===== src/rtl/code_led_if.sv =====
// code_led_if: code handshake and LED-bank status signals between a code producer and code_led_driver.
interface code_led_if;
  logic [3:0] code_in;
  logic       code_valid;
  logic       code_ready;
  logic [9:0] led;
  logic       busy;
  logic       err;

  modport master (
    output code_in,
    output code_valid,
    input  code_ready,
    input  led,
    input  busy,
    input  err
  );

  modport slave (
    input  code_in,
    input  code_valid,
    output code_ready,
    output led,
    output busy,
    output err
  );
endinterface


===== src/rtl/code_led_driver.sv =====
// code_led_driver: shows a decimal code on a one-hot LED bank for a hold time, flashes all LEDs on bad codes.
// Build macro CODE_LED_BLINK_EN makes the lit LED blink with half-period BLINK_HALF while a code is shown.
module code_led_driver #(
  parameter int HOLD_CYCLES = 50_000_000,
  parameter int ERR_CYCLES  = 25_000_000,
  parameter int BLINK_HALF  = 12_500_000
) (
  input logic        clk,
  input logic        rst_n,
  code_led_if.slave  bus
);
  // One down-counter serves both SHOW and ERR since the two states never overlap.
  localparam int CNT_MAX = (HOLD_CYCLES > ERR_CYCLES) ? HOLD_CYCLES : ERR_CYCLES;
  localparam int CNT_W   = $clog2(CNT_MAX + 1);
  localparam logic [CNT_W-1:0] HOLD_LOAD = (HOLD_CYCLES == 0) ? '0 : CNT_W'(HOLD_CYCLES - 1);
  localparam logic [CNT_W-1:0] ERR_LOAD  = CNT_W'(ERR_CYCLES - 1);

  if (ERR_CYCLES < 1) begin : g_err_chk
    $error("code_led_driver: ERR_CYCLES must be >= 1");
  end
  if (BLINK_HALF < 1) begin : g_blink_chk
    $error("code_led_driver: BLINK_HALF must be >= 1");
  end

  typedef enum logic [1:0] {
    S_IDLE = 2'd0,
    S_SHOW = 2'd1,
    S_ERR  = 2'd2
  } state_t;

  state_t           state_q;
  logic [CNT_W-1:0] cnt_q;
  logic [9:0]       led_q;
  logic             busy_q;
  logic             err_q;
  logic             ready_q;
  logic             accept;

`ifdef CODE_LED_BLINK_EN
  localparam int BL_W = $clog2(BLINK_HALF + 1);
  localparam logic [BL_W-1:0] BLINK_LOAD = BL_W'(BLINK_HALF - 1);
  logic [BL_W-1:0] blink_cnt_q;
  logic            blink_on_q;
  logic [9:0]      pat_q;
`endif

  function automatic logic [9:0] decode(input logic [3:0] code);
    decode = 10'b1 << code;
  endfunction

  assign accept         = bus.code_valid & ready_q;
  assign bus.code_ready = ready_q;
  assign bus.led        = led_q;
  assign bus.busy       = busy_q;
  assign bus.err        = err_q;

  always_ff @(posedge clk or negedge rst_n) begin
    if (!rst_n) begin
      state_q <= S_IDLE;
      cnt_q   <= '0;
      led_q   <= '0;
      busy_q  <= 1'b0;
      err_q   <= 1'b0;
      ready_q <= 1'b1;
`ifdef CODE_LED_BLINK_EN
      blink_cnt_q <= '0;
      blink_on_q  <= 1'b0;
      pat_q       <= '0;
`endif
    end else if (accept && bus.code_in <= 4'd9) begin
      // A new valid code always wins, including on the SHOW timeout clock.
      state_q <= S_SHOW;
      cnt_q   <= HOLD_LOAD;
      led_q   <= decode(bus.code_in);
      busy_q  <= 1'b1;
      err_q   <= 1'b0;
      ready_q <= 1'b1;
`ifdef CODE_LED_BLINK_EN
      blink_cnt_q <= BLINK_LOAD;
      blink_on_q  <= 1'b1;
      pat_q       <= decode(bus.code_in);
`endif
    end else if (accept) begin
      state_q <= S_ERR;
      cnt_q   <= ERR_LOAD;
      led_q   <= 10'h3FF;
      busy_q  <= 1'b1;
      err_q   <= 1'b1;
      ready_q <= 1'b0;
    end else begin
      case (state_q)
        S_SHOW: begin
          if (HOLD_CYCLES != 0 && cnt_q == '0) begin
            state_q <= S_IDLE;
            led_q   <= '0;
            busy_q  <= 1'b0;
          end else begin
            if (HOLD_CYCLES != 0) cnt_q <= cnt_q - 1'b1;
`ifdef CODE_LED_BLINK_EN
            if (blink_cnt_q == '0) begin
              blink_cnt_q <= BLINK_LOAD;
              blink_on_q  <= ~blink_on_q;
              led_q       <= blink_on_q ? '0 : pat_q;
            end else begin
              blink_cnt_q <= blink_cnt_q - 1'b1;
            end
`endif
          end
        end
        S_ERR: begin
          if (cnt_q == '0) begin
            state_q <= S_IDLE;
            led_q   <= '0;
            busy_q  <= 1'b0;
            err_q   <= 1'b0;
            ready_q <= 1'b1;
          end else begin
            cnt_q <= cnt_q - 1'b1;
          end
        end
        default: ;
      endcase
    end
  end
endmodule


===== src/flat_wrapper.sv =====
// flat-port wrapper written by rule: the top's interface ports become plain ports
module code_led_driver_flat 
#(
  parameter int HOLD_CYCLES = 50_000_000,
  parameter int ERR_CYCLES  = 25_000_000,
  parameter int BLINK_HALF  = 12_500_000
)
  (clk, rst_n, bus_code_in, bus_code_valid, bus_code_ready, bus_led, bus_busy, bus_err);
  code_led_if bus_i ();
  input logic clk;
  input logic rst_n;
  input wire logic [$bits(bus_i.code_in)-1:0] bus_code_in;
  input wire logic [$bits(bus_i.code_valid)-1:0] bus_code_valid;
  output wire logic [$bits(bus_i.code_ready)-1:0] bus_code_ready;
  output wire logic [$bits(bus_i.led)-1:0] bus_led;
  output wire logic [$bits(bus_i.busy)-1:0] bus_busy;
  output wire logic [$bits(bus_i.err)-1:0] bus_err;
  assign bus_i.code_in = bus_code_in;
  assign bus_i.code_valid = bus_code_valid;
  assign bus_code_ready = bus_i.code_ready;
  assign bus_led = bus_i.led;
  assign bus_busy = bus_i.busy;
  assign bus_err = bus_i.err;
  code_led_driver #(.HOLD_CYCLES(HOLD_CYCLES), .ERR_CYCLES(ERR_CYCLES), .BLINK_HALF(BLINK_HALF)) u_core (.clk(clk), .rst_n(rst_n), .bus(bus_i));
endmodule

===== config.mk =====
export PLATFORM = sky130hd
export DESIGN_NAME = code_led_driver_flat
export DESIGN_NICKNAME = d
export VERILOG_FILES = /design/src/rtl/code_led_if.sv /design/src/rtl/code_led_driver.sv /design/src/flat_wrapper.sv
export SDC_FILE = /design/constraint.sdc
export NUM_CORES = 1
export LEC_CHECK = 0
export ABC_CLOCK_PERIOD_IN_PS = 3000
export CAP_MARGIN = 0
export CORE_ASPECT_RATIO = 0.75
export CORE_UTILIZATION = 40
export CTS_CLUSTER_DIAMETER = 200
export DETAILED_ROUTE_END_ITERATION = 12
export GPL_ROUTABILITY_DRIVEN = 0
export PLACE_DENSITY_LB_ADDON = 0.05
export SETUP_SLACK_MARGIN = 0.4
export SKIP_CTS_REPAIR_TIMING = 1
export SYNTH_ARGS = -nofsm -noshare
export SYNTH_HDL_FRONTEND = slang
export SYNTH_SLANG_ARGS = --single-unit

===== constraint.sdc =====
create_clock -name clk -period 3 [get_ports clk]
set_input_delay 0.3 -clock clk [delete_from_list [all_inputs] [get_ports clk]]
set_output_delay 0.3 -clock clk [all_outputs]
set_load 0.1 [all_outputs]

# --- Word-level counts from Yosys, hierarchy flattened ---
# Index checks and enable logic that the tools add are counted.
op_classes:
  shifts: 1
  muxes: 23
  bitwise_logic: 1
  eq_ne: 3
  order_cmp: 1
  reduce_logical: 9
  addsub: 1
op_table:
  columns: ["cell", "n"]
  rows:
  - ["$mux 26", 4]
  - ["$mux 10", 4]
  - ["$logic_not 26->1", 1]
  - ["$sub 26x1->26 const B", 1]
  - ["$mux 1", 11]
  - ["$shl 1x4->10 const A", 1]
  - ["$reduce_bool 3->1", 3]
  - ["$mux 2", 4]
  - ["$reduce_and 2->1", 3]
  - ["$le 4x4->1 const B", 1]
  - ["$ne 3x1->1 const B", 1]
  - ["$eq 2x1->1 const B", 1]
  - ["$eq 2x2->1 const B", 1]
  - ["$reduce_or 2->1", 1]
  - ["$and 1x1->1", 1]
  - ["$logic_and 1x1->1", 1]
word_totals:
  out_inout_bits: 13
  elab_cells: 45
  reg_bits: 41

# --- Depth between registers and ports, before layout ---
logic_depth:
  ltp_word: 5
  mapped_depth: 8
  depth_no_buf: 7

# --- Worst setup path after synthesis ---
# Ideal clock, no wire load.
synth_timing:
  path_kind: "register to register"
  start: "register u_core.cnt_q[0]"
  end: "register u_core.cnt_q[24]"
  required_ps: 2918
  arrival_ps: 2076
  setup_slack_ps: 842
  stages_incl_launch_ff: 8
  synth_period_minus_slack_ps: 2158
  path_cell_list: "dfrtp_1 inv_1 ha_1 nor3b_2 nand4_2 or4b_1 or3b_1 a31oi_1"
synth_via:
  elab_chain_len: 5
  word_cells_on_any_way: 8
  cone_classes: "add/sub (1); eq/ne (1); mux (4); reduce/logical (2)"
synth_lines:
  columns: ["element", "line_no", "source"]
  rows:
  - ["from (decl)", "code_led_driver.sv:32", "logic [CNT_W-1:0] cnt_q;"]
  - ["from (signal assigned)", "code_led_driver.sv:98", "if (HOLD_CYCLES != 0) cnt_q <= cnt_q - 1'b1;"]
  - ["from (signal assigned)", "code_led_driver.sv:118", "cnt_q <= cnt_q - 1'b1;"]
  - ["$sub 26x1->26", "code_led_driver.sv:98, code_led_driver.sv:118", null]
  - ["$mux 26", "code_led_driver.sv:93", "if (HOLD_CYCLES != 0 && cnt_q == '0) begin"]
  - ["$mux 26", null, null]
  - ["$mux 26", "code_led_driver.sv:83", "end else if (accept) begin"]
  - ["$mux 26", "code_led_driver.sv:70", "end else if (accept && bus.code_in <= 4'd9) begin"]
# Several ways; a longest one is shown, not always the timed one. The select of a mux whose other input is x is not followed.
# A chain may end at the register's enable or synchronous reset.

# --- Final worst setup path ---
layout_timing:
  start: "register u_core.cnt_q[20]"
  end: "register u_core.led_q[5], in the netlist u_core.bus.led[5]"
layout_via:
  elab_chain_len: 3
layout_lines:
  columns: ["element", "line_no", "source"]
  rows:
  - ["$logic_not 26->1", "code_led_driver.sv:93, code_led_driver.sv:111", null]
  - ["$reduce_bool 3->1 (no line)", null, null]
  - ["$reduce_and 2->1 (no line)", null, null]
  - ["to (signal assigned)", "code_led_driver.sv:74", "led_q <= decode(bus.code_in);"]
  - ["to (decl)", "code_led_driver.sv:33", "logic [9:0] led_q;"]
# No other way between the ends.

==> metrics.cfg <==
[drt]
drc_errors = 0
postRouteAntennaNets = 0
drt_iter0_drc = 69
total_vias_in_the_final_route = 1787
routedWlPerCell_microns = 16.4
routed_via_density = 5.75
drt_wl_total_microns = 5110
firstDrtPassIters = 4

[synthesis]
synthesis.nets = 228
netlist_instances = 219
yosys_warnings = 0
postSynth.asyncResetShare = 1.00
synth_cell_type_count = 49
post_synth_main_area_contributors = sky130_fd_sc_hd__dfrtp_1, sky130_fd_sc_hd__nand2_1, sky130_fd_sc_hd__xnor2_1
seq_area_frac_synth = 0.471
yosys_register_bits = 41
synth_area_leader_cell = sky130_fd_sc_hd__dfrtp_1
mapped_area_sq_um = 2180
ys.flop_type = sky130_fd_sc_hd__dfrtp_1
number_of_synthesized_flops_with_an_enable_pin = 0
syn-mean-instance-area_sq_um = 9.96
synth_top_cell_area_share = 0.459

[final_layout]
insertedDiodeCount = 0
layout_cell_share_with_drive_strength_beyond_1 = 0.151
postLayoutCellArea_sq_um = 2530
final-instance-count-excl-fill = 311
finish.net_count = 247
layout-area-overhead-vs-synth_pct = 15.9

[placed_design]
detailedPlacementHpwl_microns = 3550
dp_cells = 303
placement.io_buffers = 19
postPlaceCellArea_sq_um = 2400

[timing]
timing.clock.skew_ns = 0.00970
pin_slew_with_the_least_headroom_to_its_limit_ns = 0.892
setup_violations = 0
relSlewSlack = 0.406
finalSetupTns_ns = 0
max_clock_freq_mhz = 421
timing.final.hold_violations = 0
post-route-min-period_ns = 2.37
min_period_over_period = 0.791
post_route_hold_slack_ns = 0.117
grt_setup_unrepaired = false
drv_slew = 0

[die]
die_h_microns = 66.0
floorplan.io_pins = 20
floorplan.die_area_sq_um = 5760
core_sq_um = 5060
rows = 22
initial_core_util = 0.431
floorplan.die.width_microns = 87.3

[worst_setup_path]
worst-endpoint-arrival_ns = 2.56
critical-path-slowest-cell = sky130_fd_sc_hd__nor3_2
worst-path-buf-inv = 0
cp-start-kind = flip-flop
timing.critical_path.fanout_max = 12
crit_path_cell_trace = nor4_4 > nand3b_1 > nor3_2 > a21oi_2 > a221o_1
critPathMaxStageDelay_ns = 0.48
critPathKind = flip-flop to flip-flop
critical_path_required_ns = 3.19
worst_setup_path_end_kind = flip-flop
cp_top_family = simple AND/OR/NAND/NOR gates
rr_startpoint = u_core.cnt_q[20]$_DFFE_PN0P_
cp-startpoint = u_core.cnt_q[20]$_DFFE_PN0P_

[clock_network]
htreeDepth = 2
clk-insertion-delay-late_ns = 0.30
cts_buffers = 5
clk_pin_slew_ns = 0.08
clock_tree.root_cell = sky130_fd_sc_hd__clkbuf_8
clock_tree_buf_depth = 2
cts.sinks = 41
cts_tree = built

[global_routing]
global_route_wire_length_before_repair_microns = 8810
use_met3 = 0.0462
grt.busiest_layer = met2
largest_net_degree_at_the_start_of_global_routing = 42
groute.layer.met2.usage = 0.303
remaining_global_route_overflow = 0
first_global_vias = 1760
grtUsageTotal = 0.203
grt.met1_usage = 0.290
antenna_found_initial = 0

[power]
vdd_drop_max_v = 0.000601
power_leakage_nw = 0.962
power-per-cell-area_nw_per_um2 = 1040

[worst_hold_path]
holdCritPathClass = input port to async pin

[flow_run]
max_cap_viol_count = 0

[run_status]
status = finished clean

Yosys cell counts (3+ instances only):
| cell | instances |
|---|---|
| sky130_fd_sc_hd__a21oi_1 | 12 |
| sky130_fd_sc_hd__nand4_1 | 4 |
| sky130_fd_sc_hd__xnor2_1 | 8 |
| sky130_fd_sc_hd__or4_1 | 4 |
| sky130_fd_sc_hd__inv_1 | 6 |
| sky130_fd_sc_hd__clkbuf_1 | 8 |
| sky130_fd_sc_hd__a21o_1 | 5 |
| sky130_fd_sc_hd__nor2_1 | 16 |
| sky130_fd_sc_hd__nor4_4 | 3 |
| sky130_fd_sc_hd__nand2_1 | 19 |
| sky130_fd_sc_hd__nand3_1 | 9 |
| sky130_fd_sc_hd__and2_1 | 3 |
| sky130_fd_sc_hd__a31oi_1 | 3 |
| sky130_fd_sc_hd__and3_1 | 3 |
| sky130_fd_sc_hd__o21ai_0 | 4 |
| sky130_fd_sc_hd__a211oi_1 | 4 |
| sky130_fd_sc_hd__xor2_1 | 5 |
| sky130_fd_sc_hd__a221o_1 | 4 |
| sky130_fd_sc_hd__dfrtp_1 | 40 |
| sky130_fd_sc_hd__o211ai_1 | 5 |
| sky130_fd_sc_hd__or3_1 | 3 |
| sky130_fd_sc_hd__nand2b_1 | 4 |
| sky130_fd_sc_hd__nor3_1 | 11 |
layout by cell type (no fill, tap or decap), drive strengths merged, types with 3 or more instances in the layout:
| master | Yosys | final |
|---|---|---|
| nand2 | 19 | 19 |
| inv | 6 | 6 |
| clkdlybuf4s50 | 0 | 5 |
| nor4 | 6 | 6 |
| xor2 | 5 | 5 |
| o211ai | 5 | 5 |
| a31oi | 3 | 3 |
| or3 | 3 | 3 |
| or4 | 4 | 4 |
| a21o | 5 | 5 |
| a21oi | 12 | 12 |
| nand3 | 9 | 9 |
| and2 | 3 | 3 |
| buf | 1 | 16 |
| xnor2 | 8 | 8 |
| dfrtp | 40 | 40 |
| nor3 | 13 | 13 |
| nand2b | 4 | 4 |
| and3 | 3 | 3 |
| nor2 | 16 | 16 |
| clkbuf | 8 | 6 |
| a221o | 4 | 4 |
| a211oi | 4 | 4 |
| nand4 | 5 | 5 |
| o21ai | 5 | 5 |
final timing paths:
check                      depth (start not counted)  slack [ns]                            end
max                                                5        0.63  u_core.bus.led[5]$_DFFE_PN0P_
max in group asynchronous                          1        2.32    u_core.cnt_q[2]$_DFFE_PN0P_
min                                                1        0.12     u_core.bus.err$_DFFE_PN0P_
max reg2reg                                        5        0.63  u_core.bus.led[5]$_DFFE_PN0P_
min in group clk                                   1        0.49  u_core.bus.led[3]$_DFFE_PN0P_
min reg2reg                                        1        0.49  u_core.bus.led[3]$_DFFE_PN0P_
stage by stage:
stage / util / worst slack, ns / total power [mW]
global route: 0.499 / 0.432 / 2.78
global placement: 0.475 / 0.628 / 2.16
floorplan: - / 0.842 / 1.87
finish: 0.499 / 0.626 / 2.63
detailed placement: 0.475 / 0.533 / 2.18
CTS: 0.499 / 0.513 / 2.65
cell type report:
| cell class | instances | area (sq um) |
|---|---|---|
| clock buffers | 6 | 82.6 |
| clock inverters | 2 | 37.5 |
| fillers | 485 | 2540 |
| inverters | 6 | 22.5 |
| multi-input cells | 163 | 1100 |
| flip-flops and latches | 41 | 1030 |
| well taps | 72 | 90.1 |
| repair buffers | 21 | 168 |
where the power goes:
part | switching (mW) | total (mW) | internal, mW
Sequential | 0.182 | 0.922 | 0.739
Combinational | 0.911 | 1.25 | 0.335
Clock | 0.197 | 0.467 | 0.271
flip-flops by register name, summed over array words and instances (netlist names):
name and cells:
u_core.bus.led 10, u_core.bus.err 1, u_core.bus.code_ready 1, u_core.state_q 2, u_core.bus.busy 1, u_core.cnt_q 26
cells by family after synthesis:
logic type,Yosys count,synth area share
AOI/OAI and AO/OA,51,0.166
xor gates and xnor gates,13,0.0522
adders and majority gates,2,0.0115
buffers and inverters,15,0.0264
DFF,41,0.471
muxes,1,0.00459
and+or+nand+nor,96,0.268
routing by layer:
| metal | vias up | routed length (microns) |
|---|---|---|
| li1 | 861 | - |
| met3 | 7 | 172 |
| met2 | 29 | 2270 |
| met1 | 890 | 2610 |
| met4 | 0 | 61 |
| met5 | - | 0 |
(Power assumes the default switching activity.)
